[src/rtl/nubus_slave_ctrl_if.sv]
// NuBus slave signal bundle: bus-side lines (active-low, as sampled/driven)
// plus the simple request/ready memory port behind the slave.
interface nubus_slave_ctrl_if;
    logic [3:0]  nub_idn;
    logic [31:0] nub_adn_i;
    logic        nub_tm0n_i;
    logic        nub_tm1n_i;
    logic        nub_startn;
    logic        nub_ackn_i;
    logic [31:0] nub_adn_o;
    logic        nub_adn_oe;
    logic [1:0]  nub_tmn_o;
    logic        nub_ackn_o;
    logic        nub_ack_oe;
    logic        mem_valid;
    logic        mem_ready;
    logic [3:0]  mem_write;
    logic [31:0] mem_addr;
    logic [31:0] mem_wdata;
    logic [31:0] mem_rdata;
    logic        mem_myslot;
    logic        mem_super;
    logic        mem_error;
    logic        mem_tryagain;

    modport slave (
        input  nub_idn, nub_adn_i, nub_tm0n_i, nub_tm1n_i, nub_startn, nub_ackn_i,
        input  mem_ready, mem_rdata, mem_error, mem_tryagain,
        output nub_adn_o, nub_adn_oe, nub_tmn_o, nub_ackn_o, nub_ack_oe,
        output mem_valid, mem_write, mem_addr, mem_wdata, mem_myslot, mem_super
    );

    modport master (
        output nub_idn, nub_adn_i, nub_tm0n_i, nub_tm1n_i, nub_startn, nub_ackn_i,
        output mem_ready, mem_rdata, mem_error, mem_tryagain,
        input  nub_adn_o, nub_adn_oe, nub_tmn_o, nub_ackn_o, nub_ack_oe,
        input  mem_valid, mem_write, mem_addr, mem_wdata, mem_myslot, mem_super
    );
endinterface

[src/rtl/nubus_slave_ctrl.sv]
// NuBus slave controller: decodes slot/superslot starts, runs one memory
// request per bus cycle with a watchdog, and answers with a single ACK cycle.
module nubus_slave_ctrl #(
    parameter int WDT_W        = 3,
    parameter bit SUPERSLOT_EN = 1'b1
) (
    input  logic               nub_clkn,
    input  logic               nub_resetn,
    nubus_slave_ctrl_if.slave  bus
);
    typedef enum logic [1:0] {IDLE, WDATA, MEM, ACK} state_t;

    localparam logic [WDT_W-1:0] WDT_MAX = '1;

    state_t             state, state_nx;
    logic [31:0]        addr_t;
    logic [3:0]         slot_id;
    logic               start, slot_hit, super_hit, hit;
    logic               tm1, tm0;
    logic [3:0]         strobe;
    logic               unsup;
    logic               exit_mem;
    logic [1:0]         status_nx;
    logic [WDT_W-1:0]   wdt;
    logic               is_read, unsup_q;
    logic [1:0]         status_q;
    logic [31:0]        rdata_q;
    logic [31:0]        addr_q, wdata_q;
    logic [3:0]         write_q;
    logic               myslot_q, super_q;

    assign addr_t    = ~bus.nub_adn_i;
    assign slot_id   = ~bus.nub_idn;
    assign tm1       = ~bus.nub_tm1n_i;
    assign tm0       = ~bus.nub_tm0n_i;
    assign start     = ~bus.nub_startn & bus.nub_ackn_i;
    assign slot_hit  = (addr_t[31:24] == {4'hF, slot_id});
    assign super_hit = SUPERSLOT_EN && (addr_t[31:28] == slot_id)
                       && (slot_id != 4'h0) && (slot_id != 4'hF);
    assign hit       = slot_hit | super_hit;
    assign exit_mem  = bus.mem_error | bus.mem_tryagain | bus.mem_ready | (wdt == WDT_MAX);

    assign bus.mem_addr   = addr_q;
    assign bus.mem_wdata  = wdata_q;
    assign bus.mem_write  = write_q;
    assign bus.mem_myslot = myslot_q;
    assign bus.mem_super  = super_q;

    // Byte-lane strobes from transfer mode; the 10 half-word alignment is unsupported.
    always_comb begin
        strobe = 4'b0000;
        unsup  = 1'b0;
        if (!tm1) begin
            if (tm0) begin
                strobe = 4'b0001 << addr_t[1:0];
            end else begin
                case (addr_t[1:0])
                    2'b00:   strobe = 4'b1111;
                    2'b01:   strobe = 4'b0011;
                    2'b11:   strobe = 4'b1100;
                    default: unsup  = 1'b1;
                endcase
            end
        end
    end

    // Completion status, highest-priority qualifier wins; watchdog is the fallback.
    always_comb begin
        status_nx = 2'b10;
        if (bus.mem_error)         status_nx = 2'b01;
        else if (bus.mem_tryagain) status_nx = 2'b11;
        else if (bus.mem_ready)    status_nx = 2'b00;
    end

    // State register.
    always_ff @(posedge nub_clkn or negedge nub_resetn) begin
        if (!nub_resetn) state <= IDLE;
        else             state <= state_nx;
    end

    // Next-state and bus/memory strobes decoded from the current state.
    always_comb begin
        state_nx       = state;
        bus.mem_valid  = 1'b0;
        bus.nub_ack_oe = 1'b0;
        bus.nub_ackn_o = 1'b1;
        bus.nub_tmn_o  = 2'b11;
        bus.nub_adn_oe = 1'b0;
        bus.nub_adn_o  = '1;
        case (state)
            IDLE:  if (start && hit) state_nx = tm1 ? MEM : WDATA;
            WDATA: state_nx = unsup_q ? ACK : MEM;
            MEM: begin
                bus.mem_valid = 1'b1;
                if (exit_mem) state_nx = ACK;
            end
            ACK: begin
                state_nx       = IDLE;
                bus.nub_ack_oe = 1'b1;
                bus.nub_ackn_o = 1'b0;
                bus.nub_tmn_o  = ~status_q;
                if (is_read && status_q == 2'b00) begin
                    bus.nub_adn_oe = 1'b1;
                    bus.nub_adn_o  = ~rdata_q;
                end
            end
            default: state_nx = IDLE;
        endcase
    end

    // Transaction context: latched at the start edge, write data in WDATA, result at MEM exit.
    always_ff @(posedge nub_clkn or negedge nub_resetn) begin
        if (!nub_resetn) begin
            addr_q   <= '0;
            wdata_q  <= '0;
            write_q  <= '0;
            myslot_q <= 1'b0;
            super_q  <= 1'b0;
            is_read  <= 1'b0;
            unsup_q  <= 1'b0;
            status_q <= 2'b00;
            rdata_q  <= '0;
            wdt      <= '0;
        end else begin
            if (state == IDLE && start && hit) begin
                addr_q   <= {addr_t[31:2], 2'b00};
                write_q  <= strobe;
                myslot_q <= slot_hit;
                super_q  <= super_hit & ~slot_hit;
                is_read  <= tm1;
                unsup_q  <= unsup;
            end
            if (state == WDATA) begin
                wdata_q <= ~bus.nub_adn_i;
                if (unsup_q) status_q <= 2'b01;
            end
            if (state == MEM) begin
                if (wdt != WDT_MAX) wdt <= wdt + 1'b1;
                if (exit_mem) begin
                    status_q <= status_nx;
                    rdata_q  <= bus.mem_rdata;
                end
            end else begin
                wdt <= '0;
            end
        end
    end
endmodule

[src/flat_wrapper.sv]
// flat-port wrapper written by rule: the top's interface ports become plain ports
module nubus_slave_ctrl_flat 
#(
    parameter int WDT_W        = 3,
    parameter bit SUPERSLOT_EN = 1'b1
)
  (nub_clkn, nub_resetn, bus_nub_idn, bus_nub_adn_i, bus_nub_tm0n_i, bus_nub_tm1n_i, bus_nub_startn, bus_nub_ackn_i, bus_mem_ready, bus_mem_rdata, bus_mem_error, bus_mem_tryagain, bus_nub_adn_o, bus_nub_adn_oe, bus_nub_tmn_o, bus_nub_ackn_o, bus_nub_ack_oe, bus_mem_valid, bus_mem_write, bus_mem_addr, bus_mem_wdata, bus_mem_myslot, bus_mem_super);
  nubus_slave_ctrl_if bus_i ();
  input  logic nub_clkn;
  input  logic nub_resetn;
  input wire logic [$bits(bus_i.nub_idn)-1:0] bus_nub_idn;
  input wire logic [$bits(bus_i.nub_adn_i)-1:0] bus_nub_adn_i;
  input wire logic [$bits(bus_i.nub_tm0n_i)-1:0] bus_nub_tm0n_i;
  input wire logic [$bits(bus_i.nub_tm1n_i)-1:0] bus_nub_tm1n_i;
  input wire logic [$bits(bus_i.nub_startn)-1:0] bus_nub_startn;
  input wire logic [$bits(bus_i.nub_ackn_i)-1:0] bus_nub_ackn_i;
  input wire logic [$bits(bus_i.mem_ready)-1:0] bus_mem_ready;
  input wire logic [$bits(bus_i.mem_rdata)-1:0] bus_mem_rdata;
  input wire logic [$bits(bus_i.mem_error)-1:0] bus_mem_error;
  input wire logic [$bits(bus_i.mem_tryagain)-1:0] bus_mem_tryagain;
  output wire logic [$bits(bus_i.nub_adn_o)-1:0] bus_nub_adn_o;
  output wire logic [$bits(bus_i.nub_adn_oe)-1:0] bus_nub_adn_oe;
  output wire logic [$bits(bus_i.nub_tmn_o)-1:0] bus_nub_tmn_o;
  output wire logic [$bits(bus_i.nub_ackn_o)-1:0] bus_nub_ackn_o;
  output wire logic [$bits(bus_i.nub_ack_oe)-1:0] bus_nub_ack_oe;
  output wire logic [$bits(bus_i.mem_valid)-1:0] bus_mem_valid;
  output wire logic [$bits(bus_i.mem_write)-1:0] bus_mem_write;
  output wire logic [$bits(bus_i.mem_addr)-1:0] bus_mem_addr;
  output wire logic [$bits(bus_i.mem_wdata)-1:0] bus_mem_wdata;
  output wire logic [$bits(bus_i.mem_myslot)-1:0] bus_mem_myslot;
  output wire logic [$bits(bus_i.mem_super)-1:0] bus_mem_super;
  assign bus_i.nub_idn = bus_nub_idn;
  assign bus_i.nub_adn_i = bus_nub_adn_i;
  assign bus_i.nub_tm0n_i = bus_nub_tm0n_i;
  assign bus_i.nub_tm1n_i = bus_nub_tm1n_i;
  assign bus_i.nub_startn = bus_nub_startn;
  assign bus_i.nub_ackn_i = bus_nub_ackn_i;
  assign bus_i.mem_ready = bus_mem_ready;
  assign bus_i.mem_rdata = bus_mem_rdata;
  assign bus_i.mem_error = bus_mem_error;
  assign bus_i.mem_tryagain = bus_mem_tryagain;
  assign bus_nub_adn_o = bus_i.nub_adn_o;
  assign bus_nub_adn_oe = bus_i.nub_adn_oe;
  assign bus_nub_tmn_o = bus_i.nub_tmn_o;
  assign bus_nub_ackn_o = bus_i.nub_ackn_o;
  assign bus_nub_ack_oe = bus_i.nub_ack_oe;
  assign bus_mem_valid = bus_i.mem_valid;
  assign bus_mem_write = bus_i.mem_write;
  assign bus_mem_addr = bus_i.mem_addr;
  assign bus_mem_wdata = bus_i.mem_wdata;
  assign bus_mem_myslot = bus_i.mem_myslot;
  assign bus_mem_super = bus_i.mem_super;
  nubus_slave_ctrl #(.WDT_W(WDT_W), .SUPERSLOT_EN(SUPERSLOT_EN)) u_core (.nub_clkn(nub_clkn), .nub_resetn(nub_resetn), .bus(bus_i));
endmodule
[config.mk]
export PLATFORM = sky130hd
export DESIGN_NAME = nubus_slave_ctrl_flat
export DESIGN_NICKNAME = d
export VERILOG_FILES = /design/src/rtl/nubus_slave_ctrl_if.sv /design/src/rtl/nubus_slave_ctrl.sv /design/src/flat_wrapper.sv
export SDC_FILE = /design/constraint.sdc
export NUM_CORES = 1
export LEC_CHECK = 0
export ABC_AREA = 1
export BUFFER_PORTS_ARGS = -buffer_cell sky130_fd_sc_hd__buf_2
export CORE_UTILIZATION = 52
export DETAILED_ROUTE_END_ITERATION = 10
export PLACE_DENSITY_LB_ADDON = 0.12
export REMOVE_ABC_BUFFERS = 1
export SYNTH_ARGS = -nofsm -noshare
export SYNTH_HDL_FRONTEND = slang
export SYNTH_SLANG_ARGS = --single-unit
[constraint.sdc]
create_clock -name nub_clkn -period 4.1 [get_ports nub_clkn]
set_clock_uncertainty 0.1 [all_clocks]
set_input_delay 0.205 -clock nub_clkn [delete_from_list [all_inputs] [get_ports nub_clkn]]
set_output_delay 0.205 -clock nub_clkn [all_outputs]
set_load 0.05 [all_outputs]
==> results of run 1 <==
==> layout make-up <==
type | count | share of cell area (%)
flip-flops and latches | 109 | 42.3
multi-input cells | 355 | 26.3
clock buffers | 9 | 1.92
clock inverters | 7 | 1.42
inverters | 20 | 1.17
well taps | 108 | 2.10
repair buffers | 251 | 24.7
==> kinds of logic after synthesis <==
family | Yosys count
AO/OA/AOI/OAI | 84
AND/OR/NAND/NOR | 253
adder cells (fa/ha/maj) | 12
buffers and inverters | 45
other | 1
flip-flops | 109
XOR/XNOR | 4
==> registers in the layout, summed over array words and instances, names as in the netlist <==
name / cells
u_core.bus.mem_myslot: 1
u_core.unsup_q: 1
u_core.rdata_q: 32
u_core.bus.mem_addr: 30
u_core.bus.mem_write: 4
u_core.status_q: 2
u_core.wdt: 3
u_core.state: 2
u_core.bus.mem_super: 1
u_core.bus.mem_wdata: 32
u_core.is_read: 1
==> worst paths after layout <==
check	from	endpoint	slack (ns)	cells after the start
max	bus_nub_adn_i[30]	u_core.bus.mem_addr[18]	1.67	12
min	bus_nub_adn_i[0]	u_core.bus.mem_wdata[0]	0.03	2
max reg2reg	u_core.wdt[0]	u_core.status_q[1]	1.70	8
min reg2reg	u_core.rdata_q[30]	u_core.rdata_q[30]	0.38	2
max in group asynchronous	nub_resetn	u_core.rdata_q[5]	2.44	3
min in group asynchronous	nub_resetn	u_core.rdata_q[22]	0.46	2
==> cells in the final DEF, fill, tap and decap left out, types with 2 or more instances in the layout <==
cell type,count
a21oi_1,3
buf_2,181
buf_4,5
clkbuf_8,9
conb_1,2
dfrtp_1,109
dlygate4sd3_1,65
ha_1,12
inv_1,18
inv_2,2
inv_6,2
nand2_1,224
nand3_1,11
nor2_1,9
nor2_2,3
o211ai_1,3
o21ai_0,49
o21ai_1,8
o21ai_2,20
xnor2_1,2
xor2_1,2
==> through the flow <==
step	setup slack, ns	hold slack [ns]
global placement	1.85	0.294
finish	1.67	0.0257
floorplan	-0.662	-0.191
CTS	1.67	0.0207
detailed placement	1.75	0.299
global route	1.50	0.0486
==> synthesized netlist by cell type <==
| cell type | count |
|---|---|
| nand2_1 | 225 |
| dfrtp_1 | 109 |
| o21ai_0 | 49 |
| o21ai_2 | 20 |
| inv_1 | 18 |
| ha_1 | 12 |
| clkbuf_1 | 11 |
| nand3_1 | 11 |
| nor2_1 | 9 |
| o21ai_1 | 8 |
| buf_2 | 6 |
| buf_6 | 6 |
| a21oi_1 | 3 |
| nor2_2 | 3 |
| o211ai_1 | 3 |
| buf_4 | 2 |
| inv_2 | 2 |
| xnor2_1 | 2 |
| xor2_1 | 2 |
| a31oi_1 | 1 |
| conb_1 | 1 |
| nand4_1 | 1 |
| nor3_1 | 1 |
| nor4_1 | 1 |
| nor4_2 | 1 |
| or2_2 | 1 |
==> power by group through the flow <==
stage / Sequential [mW] / Clock [mW] / Combinational, mW
3_3_place_gp: 1.80 / 0 / 2.47
5_1_grt: 1.87 / 0.746 / 2.78
3_5_place_dp: 1.82 / 0 / 2.52
2_1_floorplan: 2.80 / 0 / 0.875
4_1_cts: 1.80 / 0.700 / 2.57
6_report: 1.81 / 0.677 / 2.56
==> critical path, stage by stage <==
cell           delay (ns)
dlygate4sd3_1        0.53
buf_2                0.14
inv_1                0.08
nand2_1              0.06
nand2_1              0.06
nor2_1               0.04
nand4_1              0.09
nand2_1              0.10
nand2_2              0.58
buf_4                0.51
nand2_1              0.13
o21ai_2              0.09
==> layer usage <==
metal  vias up  routed length, um  global-route usage (%)
met5         -                  0                       0
met4         0                 95                    7.72
met3         9                512                    3.52
met2       108               5790                    43.1
met1      1963               5010                    32.5
li1       2081                  -                       -
==> results.md, run 1 <==
* Status: completed
* FF+latch area at 0.00273 sq mm
* Nets at 835
* Final Setup Violations at 0
* Fillers at 645
* Post-synthesis sequential area ratio at 58.8%
* Finished Cell Area at 0.00644 sq mm
* Post-synthesis adder-cell area fraction at 3.24%
* Max frequency at 411 MHz
* # clock sinks at 109
* Simple-Gate Fraction of Synth Area at 21.3%
* Die Height at 96.4 um
* GRT Util Overall at 24.9%
* Arrival time worst endpoint at 2.62 ns
* Synth top area share at 58.8%
* GP Congestion at 0.823
* Buffers on Ports at 182
* Synth warn at 0
* Largest net degree at the start of global routing at 81
* Multi-input logic area at 0.00170 sq mm
* Tightest Pin Transition at 1.01 ns
* Maximum VDD drop at 0.460 mV
* Final non-filler cell total at 859
* Crit Path Max Fanout at 40
* Switching share of power at 51.4%
* Chip Width at 96.4 um
* Worst-path clk slew at 0.11 ns
* Seq cells post-synth at 109
* Placed standard-cell area at 0.00558 sq mm
* Drt via density at 4.84
* First DRT Iteration DRCs at 166
* Syn Area/Cell at 9.13 sq um
* Boundary Pins at 185
* Critical Path End Type: register
* Vias at 4161
* Tot Pwr at 5.05 mW
* Overflow after GRT at 0
* # Post-CTS Setup Buffers at 0
* Wirelength per Cell at 13.3 um
* Fin. Hold Viols at 0
* Vias in the first global route at 3918
* Clock tree buffer depth at 2
* Leading area contributor after synthesis: dfrtp_1
* Synthesized cell area at 0.00464 sq mm
* TNS Setup at 0 ns
* MaxCap Viol Count at 0
* Syn-to-layout area delta at 38.9%
* Leakage power at 3.40 nW
* Total wire length at 11400 um
* Combinational share of power at 50.7%
* RSZ-0062 raised after global routing: no
* Yosys cell types at 26
* Mux contribution to synthesized area at 0%
* Initial antenna violation count at 0
* TritonCTS Buffers at 9
* Final Max Slew Viols at 0
* Worst setup SP type: input port
* First-pass GRT wire length at 17900 um
* Largest family of logic cells by synthesized area: simple AND/OR/NAND/NOR gates
* Pwr Density at 784 mW/mm^2
* # rows at 34
* Final ANT Viol Nets at 0
* Antenna diodes at 0
* Slew headroom at 32.5%
* Core area at 0.00868 sq mm
* Tcrit/Tclk final at 59.3%
* WP data required at 4.29 ns
* Clock power frac at 13.4%
* Post-CTS Hold Fix Bufs at 65
* Int Pwr at 2.46 mW
* Post-route DRC at 0
* CTS tree: yes
* Placed cells at 778
* Initial core utilization at 53.4%
* H-tree Lvls at 3
* Post-CTS Resized at 0
* Layout cell share with drive strength beyond 1 at 30.6%
* Clock Latency Late Sink at 0.35 ns
* Final core occ at 74.3%
* Die Area at 0.00930 sq mm
* Compound-cell area share of the yosys netlist at 10.9%
* Minimum clock period at 2.43 ns
* Hold Path Class: in -> reg
* XOR/XNOR Fraction of Synth Area at 0.755%
* Synth area leaders: dfrtp_1 (59%), nand2_1 (18%), o21ai_0 (5.3%)
* First-pass iteration count of the detailed router at 5
* P_sw at 2.60 mW
* Root buffer cell: clkbuf_8
* Reg power frac at 35.9%
* Crit path kind: in -> reg
* Post-Syn Instances at 508
* Dpl hpwl at 7470 um
Power figures use the tool's default switching activity.
==> inputs of run 2 (changes only) <==
- ABC_AREA: 1 -> 0
- CORE_UTILIZATION: 52 -> 44
- clock period: 4.1 -> 2 ns (I/O delays scaled with it)
==> run 2 against run 1 <==
  * The flow now finishes with violations (negative setup slack)
  * Cell area increased by 19%
  * First-iteration DRC count is 9.6% lower
  * Power grew 130%
  * Synthesized cell count shrank 20%
  * Sequential share of layout area decreased by 6.8 points
  * Core utilization is 1.2 points lower
  * Routed wire length up 21%
  * Critical path type is now reg -> out
  * Highest routed layer unchanged
==> results.md, run 2 <==
* Commonest non-fill, non-tap cell in the layout: buf_2
* Wirelength per Cell at 16.7 um (+26%)
* Count leader, synth: dfrtp_1
* Max frequency at 494 MHz
* Tcrit/Tclk final at 101%
* Maximum VDD drop at 0.785 mV (+71%)
* Synth area leaders: dfrtp_1 (56%), mux2i_1 (14%), mux2_2 (7.9%)
* Nets at 776 (-7.1%)
* Ys flop type: dfrtp_1
* Vias at 3948 (-5.1%)
* Placed cells at 728 (-6.4%)
* First-pass iteration count of the detailed router at 4 (-1)
* Syn-to-layout area delta at 58.0%
* Core area at 0.0105 sq mm (+21%)
* Drt via density at 4.77 (-1.6%)
* TritonCTS Buffers at 9 (unchanged)
* Final Setup Violations at 14 (+14)
* Minimum clock period at 2.02 ns
* Reg2reg path depth at 6 (-2)
* Seq cells post-synth at 109 (unchanged)
* Final ANT Viol Nets at 0 (unchanged)
* Fin. Hold Viols at 0 (unchanged)
* Initial core utilization at 46.2% (-7.2 points)
* Synth cell count leaders: dfrtp_1 (109), inv_1 (74), mux2i_1 (68)
* Clock Latency Late Sink at 0.37 ns (+0.02 ns)
* Synthesized cell area at 0.00486 sq mm (+4.7%)
* Synth top area share at 56.2% (-2.6 points)
* GP Congestion at 0.766 (-6.9%)
* Post-synthesis sequential area ratio at 56.2% (-2.6 points)
* Most frequent cells in the layout: buf_2 (147), dfrtp_1 (109), inv_1 (73)
* Post-Syn Instances at 408 (-20%)
* Async S/R FF share, synth at 100% (unchanged)
* Chip Width at 107 um (+11%)
* Syn Area/Cell at 11.9 sq um (+30%)
* Finished Cell Area at 0.00767 sq mm (+19%)
* Yosys cell types at 37 (+42%)
* Crit Path Max Fanout at 8 (-80%)
* Largest net degree at the start of global routing at 49 (-40%)
* Worst Setup Slack, final at -0.0245 ns (-1.69 ns)
* Critical Path End Type: output port
* Synth warn at 0 (unchanged)
* Post-route DRC at 0 (unchanged)
* Final Max Slew Viols at 0 (unchanged)
* R2R Setup Slk at -0.02 ns (-1.72 ns)
* Crit path kind: reg -> out
* Buffers on Ports at 182 (unchanged)
* Tightest Pin Transition at 0.542 ns (-0.471 ns)
* Worst setup SP type: register
* Arrival time worst endpoint at 1.82 ns (-0.80 ns)
* # rows at 37 (+8.8%)
* Final non-filler cell total at 828 (-3.6%)
* CTS tree: yes
* Overflow after GRT at 0 (unchanged)
* RSZ-0062 raised after global routing: yes
* Hold Path Class: in -> reg
* First DRT Iteration DRCs at 150 (-9.6%)
* Leading area contributor after synthesis: dfrtp_1
* Slew headroom at 63.8% (+31 points)
* Leakage power at 4.17 nW (+23%)
* Failing checks: negative setup slack
* Die Height at 107 um (+11%)
* First-pass GRT wire length at 19500 um (+9.0%)
* Worst-path clk slew at 0.09 ns (-0.02 ns)
* Layout cell share with drive strength beyond 1 at 42.6% (+12 points)
* MaxCap Viol Count at 0 (unchanged)
* Status: complete, but fails checks
* Placed standard-cell area at 0.00605 sq mm (+8.5%)
* Vias in the first global route at 4083 (+4.2%)
* Total wire length at 13800 um (+21%)
* Pwr Density at 1500 mW/mm^2 (+91%)
* # clock sinks at 109 (unchanged)
* Antenna diodes at 0 (unchanged)
* Boundary Pins at 185 (unchanged)
* WP data required at 1.80 ns (-2.49 ns)
* Clock tree buffer depth at 2 (unchanged)
* H-tree Lvls at 3 (unchanged)
* Die Area at 0.0115 sq mm (+23%)
* Hold Path Depth at 3 (+1)
* Root buffer cell: clkbuf_8
* Dpl hpwl at 7990 um (+6.9%)
* Post-synth EDFFs at 0 (unchanged)
* Tot Pwr at 11.5 mW (+130%)
* Initial antenna violation count at 0 (unchanged)
* GRT Util Overall at 22.3% (-2.6 points)
==> run 2: path summary, 6_finish.rpt <==
path	end	startpoint
max	bus_nub_adn_o[30]	u_core.state[1]
min	u_core.bus.mem_wdata[0]	bus_nub_adn_i[0]
max reg2reg	u_core.rdata_q[9]	u_core.wdt[1]
min reg2reg	u_core.bus.mem_myslot	u_core.bus.mem_myslot
max in group asynchronous	u_core.bus.mem_wdata[6]	nub_resetn
min in group asynchronous	u_core.bus.mem_wdata[9]	nub_resetn
==> run 2: layout make-up <==
class                           instances  area [sq um]
Clock buffer                           13           149
Clock inverter                          3          21.3
Fill cell                             718          2840
Inverter                               74           280
Multi-Input combinational cell        209          2040
Sequential cell                       109          2730
Tap cell                              136           170
Timing Repair Buffer                  284          2290
==> run 2: cells by family (layout without fill, tap and decap cells) <==
family / after synthesis / after routing / share of synthesized area, %
fa+ha+maj: 12 / 12 / 3.09
simple gates: 64 / 64 / 6.16
other cells: 1 / 2 / 0.0772
compound gates: 19 / 19 / 3.01
mux: 104 / 104 / 22.4
flops: 109 / 109 / 56.2
xor+xnor: 8 / 8 / 1.44
buf+inv: 91 / 374 / 7.68
==> run 2: what timing repair did <==
action	4_1_cts	5_1_grt
resized for setup	62	98
hold buffers	68	0
pin swaps	2	15
endpoints found under the setup margin	65	68
endpoints found under the hold margin	128	0
cloned	3	3
setup buffers	6	6
==> run 2: worst max-delay path: stages, from the launching register on <==
cell     delay, ns
dfrtp_1       0.42
ha_4          0.18
inv_4         0.04
nor4_4        0.15
buf_4         0.18
buf_12        0.10
buf_16        0.15
nand2_4       0.07
buf_8         0.15
==> run 2: per-stage QoR <==
stage               util (%)  TNS, ns  worst slack (ns)  hold slack [ns]
floorplan                  -  -191.53             -4.59           -0.296
global placement        57.6        0            0.0279          -0.0114
detailed placement      57.6   -0.746           -0.0353         -0.00350
CTS                     68.7  -0.0910           -0.0104           0.0289
global route            73.0    -3.34            -0.100           0.0611
finish                  73.0   -0.150           -0.0245           0.0368
==> run 2: routing by layer <==
metal | global-route usage [%] | wire length (um) | vias to the layer above
li1 | - | - | 1869
met4 | 8.02 | 249 | 0
met2 | 39.7 | 7300 | 114
met3 | 4.26 | 542 | 16
met1 | 26.7 | 5750 | 1949
met5 | 0 | 0 | -
==> run 2: report_power, final <==
group | internal [mW] | switching, mW | leakage, nW
sequential | 3.13 | 0.627 | 1.20
combinational | 2.40 | 4.16 | 2.89
clock | 0.490 | 0.719 | 0.0836
total | 6.02 | 5.50 | 4.17
